--- src/rtl/uart_pkg.sv ---
`default_nettype none
// ============================================================================
// Module   : uart_pkg
// Purpose  : Shared state encoding, framing constants and helpers for the
//            frequency-meter UART serialiser.
// Revision : 1.0 - initial release
// ============================================================================
package uart_pkg;

  typedef enum logic [2:0] {
    IDLE   = 3'd0,
    START  = 3'd1,
    DATA   = 3'd2,
    PARITY = 3'd3,
    STOP   = 3'd4
  } uart_state_t;

  localparam int         DATA_BITS = 8;
  localparam logic       LINE_IDLE = 1'b1;

  // Bytes the frame generator emits; kept here so benches can reuse them.
  localparam logic [7:0] CHAR_P    = 8'h50;
  localparam logic [7:0] CHAR_CR   = 8'h0D;
  localparam logic [7:0] CHAR_LF   = 8'h0A;

  function automatic logic parity_bit(input logic [7:0] b, input logic odd);
    return (^b) ^ odd;
  endfunction

endpackage
`default_nettype wire

--- src/rtl/uart_baud_gen.sv ---
`default_nettype none
// ============================================================================
// Module   : uart_baud_gen
// Purpose  : Bit-period counter; flags the last clk cycle of each serial bit.
// Revision : 1.0 - initial release
// ============================================================================
module uart_baud_gen #(
  parameter int CLKS_PER_BIT = 16
) (
  input  logic clk,
  input  logic rst_n,
  input  logic restart,
  input  logic en,
  output logic bit_end
);

  localparam int            CW   = (CLKS_PER_BIT > 1) ? $clog2(CLKS_PER_BIT) : 1;
  localparam logic [CW-1:0] TERM = CW'(CLKS_PER_BIT - 1);

  logic [CW-1:0] r_cnt;

  always_ff @(posedge clk or negedge rst_n) begin
    if (!rst_n) begin
      r_cnt <= '0;
    end else if (restart) begin
      r_cnt <= '0;
    end else if (en) begin
      r_cnt <= (r_cnt == TERM) ? '0 : r_cnt + 1'b1;
    end
  end

  assign bit_end = en & (r_cnt == TERM);

endmodule
`default_nettype wire

--- src/rtl/uart_byte_tx.sv ---
`default_nettype none
// ============================================================================
// Module   : uart_byte_tx
// Purpose  : Byte-to-RS-232 serialiser with a one-byte holding register so
//            consecutive frames leave with no idle gap.
// Revision : 1.0 - initial release
// ============================================================================
module uart_byte_tx
  import uart_pkg::*;
#(
  parameter int CLKS_PER_BIT = 16,
  parameter int PARITY_EN    = 0,
  parameter int PARITY_ODD   = 0,
  parameter int STOP_BITS    = 1
) (
  input  logic       clk,
  input  logic       rst_n,
  input  logic [7:0] datain,
  input  logic       wrsig,
  output logic       tx,
  output logic       idle,
  output logic       overrun
);

  uart_state_t r_state;
  logic        r_wrsig_d;
  logic [7:0]  r_shift;
  logic        r_par;
  logic [7:0]  r_hold;
  logic        r_hold_full;
  logic [2:0]  r_bit_cnt;
  logic        r_tx;
  logic        r_idle;
  logic        r_overrun;

  logic        w_wr;
  logic        w_busy;
  logic        w_bit_end;
  logic        w_last_stop;
  logic        w_start_frame;
  logic [7:0]  w_next_byte;

  assign w_wr        = wrsig & ~r_wrsig_d;
  assign w_busy      = (r_state != IDLE);
  assign w_last_stop = (r_state == STOP) & w_bit_end & (r_bit_cnt == 3'(STOP_BITS - 1));

  // A new frame starts from IDLE on a write, or back-to-back at the end of STOP
  // when a byte is waiting (held) or arriving on that very cycle (bypass).
  assign w_start_frame = ((r_state == IDLE) & w_wr) | (w_last_stop & (r_hold_full | w_wr));
  assign w_next_byte   = (w_last_stop & r_hold_full) ? r_hold : datain;

  uart_baud_gen #(
    .CLKS_PER_BIT (CLKS_PER_BIT)
  ) u_baud (
    .clk     (clk),
    .rst_n   (rst_n),
    .restart (w_start_frame),
    .en      (w_busy),
    .bit_end (w_bit_end)
  );

  always_ff @(posedge clk or negedge rst_n) begin
    if (!rst_n) begin
      r_state     <= IDLE;
      r_wrsig_d   <= 1'b0;
      r_shift     <= '0;
      r_par       <= 1'b0;
      r_hold      <= '0;
      r_hold_full <= 1'b0;
      r_bit_cnt   <= '0;
      r_tx        <= LINE_IDLE;
      r_idle      <= 1'b1;
      r_overrun   <= 1'b0;
    end else begin
      r_wrsig_d <= wrsig;
      r_overrun <= 1'b0;

      if (w_start_frame) begin
        r_shift   <= w_next_byte;
        r_par     <= parity_bit(w_next_byte, PARITY_ODD != 0);
        r_tx      <= 1'b0;
        r_bit_cnt <= '0;
        r_state   <= START;
        r_idle    <= 1'b0;
      end else begin
        case (r_state)
          START: if (w_bit_end) begin
            r_tx      <= r_shift[0];
            r_shift   <= r_shift >> 1;
            r_bit_cnt <= '0;
            r_state   <= DATA;
          end
          DATA: if (w_bit_end) begin
            if (r_bit_cnt == 3'(DATA_BITS - 1)) begin
              r_bit_cnt <= '0;
              if (PARITY_EN != 0) begin
                r_tx    <= r_par;
                r_state <= PARITY;
              end else begin
                r_tx    <= LINE_IDLE;
                r_state <= STOP;
              end
            end else begin
              r_bit_cnt <= r_bit_cnt + 3'd1;
              r_tx      <= r_shift[0];
              r_shift   <= r_shift >> 1;
            end
          end
          PARITY: if (w_bit_end) begin
            r_tx      <= LINE_IDLE;
            r_bit_cnt <= '0;
            r_state   <= STOP;
          end
          STOP: if (w_bit_end) begin
            if (w_last_stop) begin
              r_state <= IDLE;
              r_idle  <= 1'b1;
            end else begin
              r_bit_cnt <= r_bit_cnt + 3'd1;
            end
          end
          default: ;
        endcase
      end

      // Holding register: refilled in the same cycle it is drained, so a write
      // on the final stop cycle never counts as an overrun.
      if (w_last_stop & r_hold_full) begin
        if (w_wr) r_hold <= datain;
        else      r_hold_full <= 1'b0;
      end else if (w_wr & w_busy & ~w_last_stop) begin
        if (r_hold_full) begin
          r_overrun <= 1'b1;
        end else begin
          r_hold      <= datain;
          r_hold_full <= 1'b1;
        end
      end
    end
  end

  assign tx      = r_tx;
  assign idle    = r_idle;
  assign overrun = r_overrun;

endmodule
`default_nettype wire

--- config.mk ---
export PLATFORM = sky130hd
export DESIGN_NAME = uart_byte_tx
export DESIGN_NICKNAME = d
export VERILOG_FILES = /design/src/rtl/uart_pkg.sv /design/src/rtl/uart_baud_gen.sv /design/src/rtl/uart_byte_tx.sv
export SDC_FILE = /design/constraint.sdc
export NUM_CORES = 1
export LEC_CHECK = 0
export BUFFER_PORTS_ARGS = -buffer_cell sky130_fd_sc_hd__buf_2
export CAP_MARGIN = 20
export CORE_ASPECT_RATIO = 1.25
export CORE_MARGIN = 4
export CORE_UTILIZATION = 40
export CTS_CLUSTER_DIAMETER = 100
export CTS_CLUSTER_SIZE = 16
export DETAILED_ROUTE_END_ITERATION = 7
export GPL_ROUTABILITY_DRIVEN = 0
export RECOVER_POWER = 100
export SYNTH_ARGS = -nofsm -noshare
export SYNTH_HDL_FRONTEND = slang
export SYNTH_HIERARCHICAL = 1
export SYNTH_SLANG_ARGS = --single-unit
--- constraint.sdc ---
create_clock -name clk -period 3.1 [get_ports clk]
set_clock_uncertainty 0.15 [all_clocks]
set_input_delay 0.62 -clock clk [delete_from_list [all_inputs] [get_ports clk]]
set_output_delay 0.62 -clock clk [all_outputs]
set_load 0.02 [all_outputs]
==> results_dict.tcl, run 1 <==
set metrics [dict create \
    fmax_ghz 0.350 \
    cts_root_buffer "clkbuf_8" \
    fillers 406 \
    die_x_um 66.3 \
    portBuffers 13 \
    syn_to_final_growth_pct 12.5 \
    syn_area_um2 1700 \
    post_cts_buffers 0 \
    sequential_cell_area_um2 778 \
    reg2reg_depth 8 \
    p_leak_nw 0.831 \
    clk_pin_slew_worst_paths_ps 70 \
    cts_inserted_buffers 5 \
    grt_max_degree 32 \
    arrival_ps 2880 \
    status "finished, violations left" \
    reg2reg_to "r_hold[6]" \
    routed_via_density 5.34 \
    vdd_drop_max_uv 263 \
    clockBufferDepth 2 \
    drtIter0Drc 72 \
    violations "max-capacitance violations, max-slew violations" \
    clock_latency_ps 290 \
    final_antenna_net_count 0 \
    start_util 0.415 \
    met1_length_mm 1.51 \
    cts_hold_buf 0 \
    r2r_slack_ps 240 \
    worstPathMaxFanout 10 \
    drc 0 \
    post_dp_cell_area_um2 1850 \
    drive_gt1_frac 0.191 \
    die_h_um 80.9 \
    post_drt_wl_per_cell_um 14.2 \
    p_per_area_nw_per_um2 413 \
    ioPinCount 14 \
    synth-edff-count 0 \
    wl_met3_um 94 \
    layout.cells.most_common_list "dfrtp_1 (29), mux2i_1 (14), nand2_1 (11)" \
    pwr-share-comb 0.052 \
    swShare 0.237 \
    p_int_uw 604 \
    firstDrtPassIters 4 \
    dp.cells 231 \
    dieArea_um2 5370 \
    grt_pass1_vias 1305 \
    hpwl_mm 2.43 \
    grt_antenna_before_repair 0 \
    critPathLaunchType "register" \
    fin_setup_tns_ps 0 \
    syn-num-nets 177 \
    seqPwrFrac 0.551 \
    ys_types 40 \
    hold_viol_final 0 \
    hold_path.class "primary input to register" \
    totalWireLength_mm 3.39 \
    finalInstanceArea_um2 1910 \
    rr_startpoint "r_state[1]" \
    instances_no_fill 239 \
    nets 197 \
    setup.worst_path.start "r_state[1]" \
    holdWs_ps 323 \
    period_minus_slack_ps 2860 \
    syn_inst 162 \
    clock_sinks 31 \
    ctsHtreeMaxLevel 2 \
    grt_usage 0.145 \
    coreArea_um2 4100 \
    ys_seq_elements 31 \
    synth_top_area_cell "dfrtp_1" \
    netlist.area_leader.share 0.426 \
    final_common_cell "dfrtp_1" \
    p_clk_frac 0.398 \
    cp-endpoint "r_hold[6]" \
    syn_area_per_cell_um2 10.5 \
    dr.max_layer_used "met4" \
    synth.area.top_cells "dfrtp_1 (43%), mux2i_1 (8.2%), mux2_2 (5.3%), dfstp_2 (3.1%), a2bb2o_1 (2.9%)" \
    synth_ff_type "dfrtp_1" \
    synth-seq-area-share 0.457 \
    grt_pass1_wl_mm 5.95 \
    maxCapViolations 1 \
    worst_pin_slew_ps 1640 \
    met2WireLength_mm 1.69 \
    multiInputGateArea_um2 857 \
    diodes 0 \
    num_vias 1276 \
    grt_overflow 0 \
    switching_power_uw 187 \
    rsz0062_at_grt "false" \
    setup_violations 0 \
    rows 26 \
    yosysWarnings 6 \
    relSlewSlack -0.0935 \
    cts_resized 0 \
    end_kind "register" \
    drv_slew 32 \
    synthArstFlopShare 1.00 \
    fin_crit_sh 0.922 \
    cp_data_required_time_ps 3120 \
    cts_tree "built" \
    critPathKind "register to register" \
]
[state kept, by name, summed over array words and instances, names as in the netlist]
register and count:
idle 1, r_hold_full 1, r_wrsig_d 1, tx 1
r_shift 8, r_bit_cnt 3, overrun 1, u_baud/r_cnt 4
r_hold 8, r_state 3
[power by group through the flow]
stage / Clock [mW] / Combinational, mW / Sequential [mW]
6_report: 0.315 / 0.0409 / 0.436
5_1_grt: 0.347 / 0.0470 / 0.438
4_1_cts: 0.327 / 0.0429 / 0.436
3_5_place_dp: 0 / 0.0427 / 0.443
3_3_place_gp: 0 / 0.0409 / 0.443
2_1_floorplan: 0 / 0.0229 / 0.442
[layer usage]
metal	global-route usage	vias up
met5	0	-
met4	0.0752	0
met2	0.234	20
li1	-	630
met3	0.0401	9
met1	0.174	617
[cells in the mapped netlist, types with 3 or more instances]
master,number
a2bb2o_1,5
dfrtp_1,29
mux2_2,8
o21ai_0,8
inv_1,4
o22ai_1,7
nor3_1,3
a21oi_1,6
mux2i_1,14
nor2b_1,4
nand3b_1,3
ha_1,4
nor2_1,9
clkbuf_1,4
nand2_1,10
nand3_1,8
nand2b_1,5
[cell families (layout without fill, tap and decap cells)]
| family | Yosys count | count (layout) | synth area share |
|---|---|---|---|
| AOI/OAI and AO/OA | 39 | 39 | 0.166 |
| xor gates and xnor gates | 1 | 1 | 0.00515 |
| adders and majority gates | 4 | 4 | 0.0294 |
| buffers and inverters | 11 | 32 | 0.0338 |
| DFF | 31 | 31 | 0.457 |
| muxes | 22 | 22 | 0.135 |
| and+or+nand+nor | 54 | 54 | 0.173 |
[worst min path at each step]
| stage | start | to | cells past startpoint |
|---|---|---|---|
| 2_1_floorplan | rst_n | overrun | 0 |
| 4_1_cts | rst_n | r_hold[3] | 1 |
| 6_report | wrsig | r_wrsig_d | 1 |
| 3_5_place_dp | r_hold[4] | r_hold[4] | 1 |
| 3_3_place_gp | r_hold[1] | r_hold[1] | 1 |
| 5_1_grt | wrsig | r_wrsig_d | 1 |
[area by class of cell]
class,count,share of cell area
multi-input cells,120,0.448
flip-flops and latches,31,0.407
repair buffers,20,0.0549
well taps,56,0.0366
clock buffers,5,0.0359
clock inverters,3,0.0105
inverters,4,0.00784
[worst max-delay path, stage by stage (launching register included)]
cell      delay, ps
dfrtp_1         470
nor2_1          180
nand2_1         190
nand2_1         100
nor2_1          280
nand3b_1        160
or3_1           440
a31oi_4         390
mux2_2          390
[metrics by stage]
stage                     setup slack (ps)   util  power (mW)
after floorplan                        249      -       0.465
after global placement                 418  0.451       0.484
after detailed placement               290  0.451       0.486
after CTS                              269  0.472       0.805
after global routing                  37.5  0.467       0.833
final                                  243  0.467       0.791
Power figures use the tool's default switching activity.
==> run 2, diff against run 1 <==
--- a/config.mk
+++ b/config.mk
@@ -15,6 +15,7 @@
 export DETAILED_ROUTE_END_ITERATION = 7
 export GPL_ROUTABILITY_DRIVEN = 0
 export RECOVER_POWER = 100
+export SETUP_SLACK_MARGIN = 0.5
 export SYNTH_ARGS = -nofsm -noshare
 export SYNTH_HDL_FRONTEND = slang
 export SYNTH_HIERARCHICAL = 1
==> results_dict.tcl, run 2 (synthesized netlist as in run 1, its figures left out) <==
set metrics [dict create \
    die_x_um 66.3 \
    ioPinCount 14 \
    hpwl_mm 2.64 \
    fin_util 0.477 \
    dieArea_um2 5370 \
    clock_sinks 31 \
    relSlewSlack -0.114 \
    fin_setup_tns_ps 0 \
    r2r_slack_ps 490 \
    die_h_um 80.9 \
    rsz0062_at_grt "false" \
    routed_via_density 5.48 \
    power_uw 780 \
    cts_root_buffer "clkbuf_8" \
    drtIter0Drc 66 \
    status "finished, violations left" \
    drive_gt1_frac 0.222 \
    setup_violations 0 \
    end_kind "register" \
    p_leak_nw 0.848 \
    fmax_ghz 0.383 \
    violations "max-capacitance violations, max-slew violations" \
    worst_pin_slew_ps 1670 \
    grt_pass1_vias 1338 \
    ctsHtreeMaxLevel 2 \
    reg.largest.list "r_hold: 8 flops, r_shift: 8 flops, u_baud/r_cnt: 4 flops" \
    cts_tree "built" \
    period_minus_slack_ps 2610 \
    cp_data_required_time_ps 3120 \
    cts_inserted_buffers 5 \
    final_antenna_net_count 0 \
    rows 26 \
    post_drt_wl_per_cell_um 14.8 \
    maxCapViolations 1 \
    clockBufferDepth 2 \
    start_util 0.415 \
    p_per_area_nw_per_um2 399 \
    holdWs_ps 333 \
    clock_latency_ps 280 \
    layout.cells.most_common_list "dfrtp_1 (26), mux2i_1 (14), nand2_1 (10)" \
    grt_usage 0.150 \
    drc 0 \
    firstDrtPassIters 4 \
    hold_path.class "primary input to register" \
    coreArea_um2 4100 \
    grt_antenna_before_repair 0 \
    grt_max_degree 32 \
    grt_overflow 0 \
    syn_to_final_growth_pct 14.9 \
    vdd_drop_max_uv 330 \
    hold_viol_final 0 \
    critPathKind "register to register" \
    num_vias 1320 \
    totalWireLength_mm 3.58 \
    drv_slew 32 \
    critPathLaunchType "register" \
    portBuffers 13 \
    worstPathMaxFanout 10 \
    fin_crit_sh 0.842 \
    arrival_ps 2630 \
    clk_pin_slew_worst_paths_ps 60 \
    final_common_cell "dfrtp_1" \
    fillers 419 \
    diodes 0 \
    grt_pass1_wl_mm 6.11 \
    nets 199 \
]
## run 2: cell types whose count changed in the layout (fill, tap and decap cells not counted), sizes merged
cell      delta
buf          +3
clkinvlp     -2
clkbuf       +1
## run 2: critical path, cell delays in order (launching register included)
cell and delay, ps:
dfrtp_2 460, nor2_1 390, nand2_1 230, nand2_2 160
nor2_4 70, nand3b_1 100, buf_4 150, nand3b_1 120
a31oi_4 200, buf_12 140, mux2_2 330
## run 2: stage by stage
step	cells	setup WS [ps]	area, µm²
6_report	241	490	1960
5_1_grt	241	296	1960
4_1_cts	237	504	1930
3_5_place_dp	228	372	1830
3_3_place_gp	228	520	1830
2_1_floorplan	162	501	1710
## run 2: layout make-up
| cell class | instances | area (µm²) | area share |
|---|---|---|---|
| Multi-Input combinational cell | 120 | 872 | 0.446 |
| Inverter | 4 | 15.0 | 0.00768 |
| Clock buffer | 7 | 76.3 | 0.0390 |
| Sequential cell | 31 | 782 | 0.400 |
| Timing Repair Buffer | 22 | 135 | 0.0691 |
| Clock inverter | 1 | 5.00 | 0.00256 |
| Tap cell | 56 | 70.1 | 0.0358 |
## run 2: path summary, 6_finish.rpt
| path | start | to | cells past startpoint |
|---|---|---|---|
| worst max-delay path | r_state[1] | r_hold[6] | 10 |
| worst min-delay path | wrsig | r_wrsig_d | 1 |
| worst max register to register | r_state[1] | r_hold[6] | 10 |
| worst min register to register | r_hold[6] | r_hold[6] | 1 |
| max in group asynchronous | rst_n | r_state[2] | 1 |
| min in group asynchronous | rst_n | u_baud/r_cnt[2] | 1 |
## run 2: power breakdown
part,internal [mW],switching (mW),leakage (nW)
logic,0.0220,0.0195,0.427
clock network,0.157,0.145,0.0422
registers,0.426,0.0102,0.379
total,0.606,0.174,0.848
## run 2: timing repair
action	in CTS	in global routing
resized for setup	3	3
setup buffers	1	4
endpoints found under the setup margin	8	10
hold buffers	0	0
pin swaps	1	0
endpoints found under the hold margin	0	0
## run 2: layer usage
layer | vias to the layer above | wire length, µm | global-route usage
li1 | 637 | - | -
met1 | 644 | 1500 | 0.169
met2 | 30 | 1850 | 0.262
met3 | 9 | 139 | 0.0415
met4 | 0 | 88 | 0.0671
met5 | - | 0 | 0
